$ cat src/rtl/alu_exec_pkg.sv
// Shared types for the registered ALU execute stage.
// Opcode encodings, default width and FSM state type.
package alu_pkg;

    localparam int XLEN_DEF = 32;

    typedef enum logic [3:0] {
        OP_AND  = 4'b0000,
        OP_OR   = 4'b0001,
        OP_ADD  = 4'b0010,
        OP_XOR  = 4'b0011,
        OP_SLL  = 4'b0100,
        OP_SLTU = 4'b0101,
        OP_SUB  = 4'b0110,
        OP_SUB2 = 4'b0111,
        OP_SRL  = 4'b1000,
        OP_SLT  = 4'b1010,
        OP_SRA  = 4'b1100,
        OP_MUL  = 4'b1111
    } alu_op_e;

    typedef enum logic {
        ST_IDLE = 1'b0,
        ST_MUL  = 1'b1
    } exec_state_e;

endpackage

$ cat src/rtl/alu_exec_if.sv
// Request/result bundle between the ALU decoder and alu_exec.
// Master drives operands; slave (alu_exec) returns results.
interface alu_exec_if #(
    parameter int XLEN = 32
);

    logic            in_valid;
    logic            in_ready;
    logic [3:0]      alucontrol;
    logic [XLEN-1:0] a;
    logic [XLEN-1:0] b;
    logic            out_valid;
    logic [XLEN-1:0] result;
    logic            zero;
    logic            lt;
    logic            ltu;
    logic            illegal;

    modport master (
        output in_valid,
        output alucontrol,
        output a,
        output b,
        input  in_ready,
        input  out_valid,
        input  result,
        input  zero,
        input  lt,
        input  ltu,
        input  illegal
    );

    modport slave (
        input  in_valid,
        input  alucontrol,
        input  a,
        input  b,
        output in_ready,
        output out_valid,
        output result,
        output zero,
        output lt,
        output ltu,
        output illegal
    );

endinterface

$ cat src/rtl/alu_exec_mul_iter.sv
// Iterative shift-add multiplier: one multiplier bit per clock.
// o_result is the accumulator including the current step's add.
module mul_iter #(
    parameter int XLEN = 32
) (
    input  logic            clk,
    input  logic            reset_n,
    input  logic            i_start,
    input  logic [XLEN-1:0] i_a,
    input  logic [XLEN-1:0] i_b,
    output logic            o_busy,
    output logic            o_done,
    output logic [XLEN-1:0] o_result
);

    localparam int CW = $clog2(XLEN);
    localparam logic [CW-1:0] LAST = CW'(XLEN - 1);

    logic [XLEN-1:0] r_mcand;
    logic [XLEN-1:0] r_mplr;
    logic [XLEN-1:0] r_acc;
    logic [CW-1:0]   r_cnt;
    logic            r_busy;
    logic [XLEN-1:0] w_acc_n;

    assign w_acc_n  = r_acc + (r_mplr[0] ? r_mcand : '0);
    assign o_busy   = r_busy;
    assign o_done   = r_busy && (r_cnt == LAST);
    assign o_result = w_acc_n;

    always_ff @(posedge clk or negedge reset_n) begin
        if (!reset_n) begin
            r_mcand <= '0;
            r_mplr  <= '0;
            r_acc   <= '0;
            r_cnt   <= '0;
            r_busy  <= 1'b0;
        end else if (i_start) begin
            r_mcand <= i_a;
            r_mplr  <= i_b;
            r_acc   <= '0;
            r_cnt   <= '0;
            r_busy  <= 1'b1;
        end else if (r_busy) begin
            r_acc   <= w_acc_n;
            r_mcand <= r_mcand << 1;
            r_mplr  <= r_mplr >> 1;
            r_cnt   <= r_cnt + CW'(1);
            if (o_done) begin
                r_busy <= 1'b0;
            end
        end
    end

endmodule

$ cat src/rtl/alu_exec.sv
// Registered ALU execute stage; 1-cycle ops, optional iterative mul.
// Define ALU_EXEC_MUL_EN to build the multiplier and MUL state.
module alu_exec
    import alu_pkg::*;
#(
    parameter int XLEN = XLEN_DEF
) (
    input  logic        clk,
    input  logic        reset_n,
    alu_exec_if.slave   bus
);

    localparam int SW = $clog2(XLEN);

    logic            w_accept;
    logic            w_is_mul;
    logic            w_mul_done;
    logic            w_mul_lt;
    logic            w_mul_ltu;
    logic [XLEN-1:0] w_mul_res;
    logic [XLEN-1:0] w_res;
    logic            w_ill;
    logic            w_lt;
    logic            w_ltu;
    logic [SW-1:0]   w_shamt;

    logic            r_out_valid;
    logic [XLEN-1:0] r_result;
    logic            r_zero;
    logic            r_lt;
    logic            r_ltu;
    logic            r_illegal;

    assign w_accept = bus.in_valid && bus.in_ready;
    assign w_lt     = $signed(bus.a) < $signed(bus.b);
    assign w_ltu    = bus.a < bus.b;
    assign w_shamt  = bus.b[SW-1:0];

`ifdef ALU_EXEC_MUL_EN
    exec_state_e r_state;
    exec_state_e w_state_n;
    logic        w_mul_start;
    logic        w_mul_busy;
    logic        r_lt_p;
    logic        r_ltu_p;

    assign bus.in_ready = (r_state == ST_IDLE);
    assign w_is_mul     = (bus.alucontrol == OP_MUL);
    assign w_mul_lt     = r_lt_p;
    assign w_mul_ltu    = r_ltu_p;

    mul_iter #(
        .XLEN(XLEN)
    ) u_mul (
        .clk     (clk),
        .reset_n (reset_n),
        .i_start (w_mul_start),
        .i_a     (bus.a),
        .i_b     (bus.b),
        .o_busy  (w_mul_busy),
        .o_done  (w_mul_done),
        .o_result(w_mul_res)
    );

    always_ff @(posedge clk or negedge reset_n) begin
        if (!reset_n) begin
            r_state <= ST_IDLE;
        end else begin
            r_state <= w_state_n;
        end
    end

    always_comb begin
        w_state_n   = r_state;
        w_mul_start = 1'b0;
        case (r_state)
            ST_IDLE: begin
                if (w_accept && w_is_mul) begin
                    w_state_n   = ST_MUL;
                    w_mul_start = 1'b1;
                end
            end
            ST_MUL: begin
                // Never strand the core if the datapath has gone idle.
                if (w_mul_done || !w_mul_busy) begin
                    w_state_n = ST_IDLE;
                end
            end
            default: w_state_n = ST_IDLE;
        endcase
    end

    // Flags of a mul come from its operands, captured at accept.
    always_ff @(posedge clk or negedge reset_n) begin
        if (!reset_n) begin
            r_lt_p  <= 1'b0;
            r_ltu_p <= 1'b0;
        end else if (w_mul_start) begin
            r_lt_p  <= w_lt;
            r_ltu_p <= w_ltu;
        end
    end
`else
    assign bus.in_ready = 1'b1;
    assign w_is_mul     = 1'b0;
    assign w_mul_done   = 1'b0;
    assign w_mul_res    = '0;
    assign w_mul_lt     = 1'b0;
    assign w_mul_ltu    = 1'b0;
`endif

    always_comb begin
        w_res = '0;
        w_ill = 1'b0;
        case (bus.alucontrol)
            OP_ADD:          w_res = bus.a + bus.b;
            OP_SUB, OP_SUB2: w_res = bus.a - bus.b;
            OP_AND:          w_res = bus.a & bus.b;
            OP_OR:           w_res = bus.a | bus.b;
            OP_XOR:          w_res = bus.a ^ bus.b;
            OP_SLL:          w_res = bus.a << w_shamt;
            OP_SRL:          w_res = bus.a >> w_shamt;
            OP_SRA:          w_res = $signed(bus.a) >>> w_shamt;
            OP_SLT:          w_res = {{(XLEN-1){1'b0}}, w_lt};
            OP_SLTU:         w_res = {{(XLEN-1){1'b0}}, w_ltu};
`ifdef ALU_EXEC_MUL_EN
            OP_MUL:          w_res = '0;
`endif
            default:         w_ill = 1'b1;
        endcase
    end

    always_ff @(posedge clk or negedge reset_n) begin
        if (!reset_n) begin
            r_out_valid <= 1'b0;
            r_result    <= '0;
            r_zero      <= 1'b0;
            r_lt        <= 1'b0;
            r_ltu       <= 1'b0;
            r_illegal   <= 1'b0;
        end else if (w_accept && !w_is_mul) begin
            r_out_valid <= 1'b1;
            r_result    <= w_res;
            r_zero      <= (w_res == '0);
            r_lt        <= w_lt;
            r_ltu       <= w_ltu;
            r_illegal   <= w_ill;
        end else if (w_mul_done) begin
            r_out_valid <= 1'b1;
            r_result    <= w_mul_res;
            r_zero      <= (w_mul_res == '0);
            r_lt        <= w_mul_lt;
            r_ltu       <= w_mul_ltu;
            r_illegal   <= 1'b0;
        end else begin
            r_out_valid <= 1'b0;
        end
    end

    assign bus.out_valid = r_out_valid;
    assign bus.result    = r_result;
    assign bus.zero      = r_zero;
    assign bus.lt        = r_lt;
    assign bus.ltu       = r_ltu;
    assign bus.illegal   = r_illegal;

endmodule

$ cat src/flat_wrapper.sv
// flat-port wrapper written by rule: the top's interface ports become plain ports
module alu_exec_flat import alu_pkg::*;
#(
    parameter int XLEN = XLEN_DEF
)
  (clk, reset_n, bus_in_valid, bus_alucontrol, bus_a, bus_b, bus_in_ready, bus_out_valid, bus_result, bus_zero, bus_lt, bus_ltu, bus_illegal);
  alu_exec_if #(.XLEN(XLEN)) bus_i ();
  input  logic clk;
  input  logic reset_n;
  input wire logic [$bits(bus_i.in_valid)-1:0] bus_in_valid;
  input wire logic [$bits(bus_i.alucontrol)-1:0] bus_alucontrol;
  input wire logic [$bits(bus_i.a)-1:0] bus_a;
  input wire logic [$bits(bus_i.b)-1:0] bus_b;
  output wire logic [$bits(bus_i.in_ready)-1:0] bus_in_ready;
  output wire logic [$bits(bus_i.out_valid)-1:0] bus_out_valid;
  output wire logic [$bits(bus_i.result)-1:0] bus_result;
  output wire logic [$bits(bus_i.zero)-1:0] bus_zero;
  output wire logic [$bits(bus_i.lt)-1:0] bus_lt;
  output wire logic [$bits(bus_i.ltu)-1:0] bus_ltu;
  output wire logic [$bits(bus_i.illegal)-1:0] bus_illegal;
  assign bus_i.in_valid = bus_in_valid;
  assign bus_i.alucontrol = bus_alucontrol;
  assign bus_i.a = bus_a;
  assign bus_i.b = bus_b;
  assign bus_in_ready = bus_i.in_ready;
  assign bus_out_valid = bus_i.out_valid;
  assign bus_result = bus_i.result;
  assign bus_zero = bus_i.zero;
  assign bus_lt = bus_i.lt;
  assign bus_ltu = bus_i.ltu;
  assign bus_illegal = bus_i.illegal;
  alu_exec #(.XLEN(XLEN)) u_core (.clk(clk), .reset_n(reset_n), .bus(bus_i));
endmodule
$ cat config.mk
export PLATFORM = sky130hd
export DESIGN_NAME = alu_exec_flat
export DESIGN_NICKNAME = d
export VERILOG_FILES = /design/src/rtl/alu_exec_pkg.sv /design/src/rtl/alu_exec_if.sv /design/src/rtl/alu_exec_mul_iter.sv /design/src/rtl/alu_exec.sv /design/src/flat_wrapper.sv
export SDC_FILE = /design/constraint.sdc
export NUM_CORES = 1
export LEC_CHECK = 0
export ABC_AREA = 1
export BUFFER_PORTS_ARGS = -buffer_cell sky130_fd_sc_hd__buf_2
export CAP_MARGIN = 20
export CORE_MARGIN = 3
export CORE_UTILIZATION = 29
export CTS_BUF_LIST = sky130_fd_sc_hd__clkbuf_8
export CTS_CLUSTER_SIZE = 30
export DETAILED_ROUTE_END_ITERATION = 10
export PLACE_DENSITY = 0.56
export SLEW_MARGIN = 20
export SYNTH_ARGS = -nofsm -noshare
export SYNTH_HDL_FRONTEND = slang
export SYNTH_SLANG_ARGS = --single-unit
$ cat constraint.sdc
create_clock -name clk -period 0.8 [get_ports clk]
set_input_delay 0.12 -clock clk [delete_from_list [all_inputs] [get_ports clk]]
set_output_delay 0.12 -clock clk [all_outputs]
set_load 0.1 [all_outputs]
==> metrics.cfg <==
[run_status]
status = complete, but fails checks
violations = negative setup slack

[setup_path]
crit_chain = buf_12, buf_6, ha_4, fa_2, nand2_4, nand3_4, nand3_4, nand2_4, nand2_4, nand2_4, nor2_4, nor2_4, nor2_4, nand2_2, nor2_4, nand2_2, nor2_2, nand2_1, nor2_2, nand3_1, nand2_1
worst-path-buf-inv = 2
critPathArrivalTime_ns = 2.46
path_delay_family = simple AND/OR/NAND/NOR gates
r2r-start = u_core.bus.illegal
critPathKind = input pin to register
crit_start = bus_a[0]
r2r-end = u_core.bus.illegal
cp_num_cells = 21
slowest_stage = fa_2
ff2ff_path_depth = 2
endpoint_kind = register
critPathMaxStageDelay_ns = 0.36
start_kind = input pin
crit_fanout = 4
cp.required_ns = 1.03
ff2ff_setup_slack_ns = 0.04

[clock_tree]
numClockSinks = 37
cts_tree = done
cts_max_level = 2
cts_root_buf = clkbuf_8
clock_latency_ns = 0.29
path_clk_slew_ns = 0.07
cts_buffers = 5
clock_path_buffers = 2

[synth]
ys_ff_latch = 37
synth.distinct_cells = 46
yosysSeqAreaShare = 0.0792
ys.flop_type = dfrtp_1
avgSynthCellArea_um2 = 5.08
yosysWarnings = 0
synthesis.area_um2 = 11700
syn_nets = 2475
async_reset_ff_frac = 1.00
postSynthCellCount = 2303
synth_enable_flop_cells = 0

[drt]
routed_via_density = 5.18
ant_nets = 0
routed_wl_um = 67800
drc_errors = 0
drt_iter0_drc = 1549
avgRoutedWirePerCell_um = 20.0
dr_total_vias = 17600
drtPass1Iterations = 6

[die]
die_w_um = 207
die_area_um2 = 42800
rows = 72
pin_count = 109
initial_core_util = 0.298
core_area_um2 = 39300
dieHeight_um = 207

[timing]
hold_viol_final = 0
setup-tns-final_ns = -45.37
slew_viol_final = 0
skew_ns = 0
whs_ns = 0.0985
tightest_slew_ns = 0.581
rsz0062_at_grt = yes
fin_ws_ns = -1.44
max_freq_mhz = 447
slew-limit-headroom = 0.613
finalCriticalPeriod_ns = 2.24
finalCritPeriodShare = 2.79
finalSetupViolCount = 72

[worst_hold_path]
whs_path_depth = 2
holdPathEnd = u_core.bus.out_valid
holdCritStartpoint = bus_in_valid
holdCritPathClass = input pin to register

[global_routing]
grt_antenna_before_repair = 0
grt_pass1_wl_um = 99200
grt_usage = 0.303
grt_max_degree = 59
overflow = 0
grt_pass1_vias = 17100

[power]
p_total_w = 0.0206
cellLeakagePower_nw = 10.6
power_density_nw_per_um2 = 1010
vdd_drop_max_mv = 1.08

[placement]
place_ws_ns = -2.15
io_buffer_count = 107
gp_congestion = 1.02
dpl.cell_count = 3336
hpwl_um = 55300

[final_layout]
diodes = 0
area_growth_pct = 74.3
instances_no_fill = 3391
nets = 3044
drive_gt1_frac = 0.455

[run]
drv_cap = 0

## through the flow
stage / util / instance area (um^2)
2_1_floorplan: - / 12000
3_3_place_gp: 0.434 / 17000
3_5_place_dp: 0.434 / 17000
4_1_cts: 0.484 / 19000
5_1_grt: 0.519 / 20400
6_report: 0.519 / 20400
## where the power goes
| part | internal, W | switching [W] | leakage, nW | total, W |
|---|---|---|---|---|
| Sequential | 0.00217 | 0.000286 | 0.431 | 0.00245 |
| Combinational | 0.00660 | 0.00986 | 10.1 | 0.0165 |
| Clock | 0.00101 | 0.000718 | 0.0574 | 0.00173 |
| Total | 0.00978 | 0.0109 | 10.6 | 0.0206 |
## worst max-delay path by stage
| stage | end | slack (ns) |
|---|---|---|
| 2_1_floorplan | u_core.bus.zero | -1.25 |
| 3_3_place_gp | u_core.bus.zero | -2.21 |
| 3_5_place_dp | u_core.bus.zero | -2.15 |
| 4_1_cts | u_core.bus.zero | -1.49 |
| 5_1_grt | u_core.bus.zero | -1.50 |
| 6_report | u_core.bus.zero | -1.44 |
## synthesized netlist by cell type (5+ instances only)
master,number,area (um^2)
a21oi_1,76,380
buf_2,57,285
o21bai_1,9,67.6
o21ai_1,7,35.0
nand3_1,426,2130
o221ai_1,5,43.8
nand2_2,9,56.3
nand2_1,791,2970
nand4_1,15,93.8
nor2_1,218,818
dfrtp_1,37,926
o211ai_1,12,90.1
buf_4,8,60.1
o21ai_0,73,365
clkbuf_1,19,71.3
nor3_1,20,100
nor2_2,7,43.8
inv_1,324,1220
o22ai_1,13,81.3
buf_1,10,37.5
ha_1,99,1240
buf_6,8,90.1
and2_1,8,50.1
inv_2,6,22.5
## sequential cells by signal, summed over array words and instances (netlist names)
register              flops
u_core.bus.illegal        1
u_core.bus.out_valid      1
u_core.bus.zero           1
u_core.bus.lt             1
u_core.bus.ltu            1
u_core.bus.result        32
## cell type report
class / instances / area [um^2]
Multi-Input combinational cell: 1830 / 11600
Clock inverter: 2 / 37.5
Fill cell: 4064 / 18900
Tap cell: 518 / 648
Sequential cell: 37 / 973
Clock buffer: 6 / 82.6
Timing Repair Buffer: 666 / 5760
Inverter: 332 / 1310
## kinds of logic (layout without fill, tap and decap cells)
group	count (synthesis)	count (layout)	share of synthesized area
other	1	1	0.000321
and+or+nand+nor	1513	1513	0.550
adders and majority gates	101	101	0.109
AOI/OAI and AO/OA	214	214	0.106
DFF	37	37	0.0792
xor gates and xnor gates	1	1	0.000749
buffers and inverters	436	1006	0.154
## worst register-to-register path: cells and delay by family (launching register included)
kind / cells / cell delay (ns)
flops: 1 / 0.50
compound gates: 1 / 0.07
simple gates: 1 / 0.08
## what timing repair did
item,4_1_cts,5_1_grt
setup endpoints to repair,72,72
gates cloned,3,1
hold buffers,1,0
pin swaps,88,140
gates resized for setup,466,351
hold endpoints to repair,37,0
setup buffers,25,18
## per-layer routing
| layer | global-route usage | wire (um) | up-vias |
|---|---|---|---|
| met5 | 0 | 0 | - |
| met4 | 0.0896 | 2690 | 0 |
| met3 | 0.0362 | 4720 | 134 |
| met2 | 0.515 | 31500 | 679 |
| met1 | 0.405 | 29000 | 8294 |
| li1 | - | - | 8473 |
## cell usage in the layout, fill, tap and decap left out, types with 8 or more instances in the layout
cell type and count:
buf_2 49, nand3_2 44, nand2_4 44, o211ai_1 12, a21oi_4 13, ha_2 10
buf_4 515, dfrtp_2 35, ha_4 37, a21oi_1 40, o21ai_0 27, nor2_4 58
nand2_2 157, o22ai_1 12, buf_6 44, inv_4 8, inv_1 246, o21ai_1 37
inv_2 71, o21ai_2 15, a21oi_2 23, ha_1 52, nor2_2 59, buf_12 46
nor3_1 8, nand4_1 15, nand3_1 367, nand2_1 601, nor2_1 111, nand3_4 16
nor3_2 10
No activity file was read; power rests on OpenSTA's default activity.
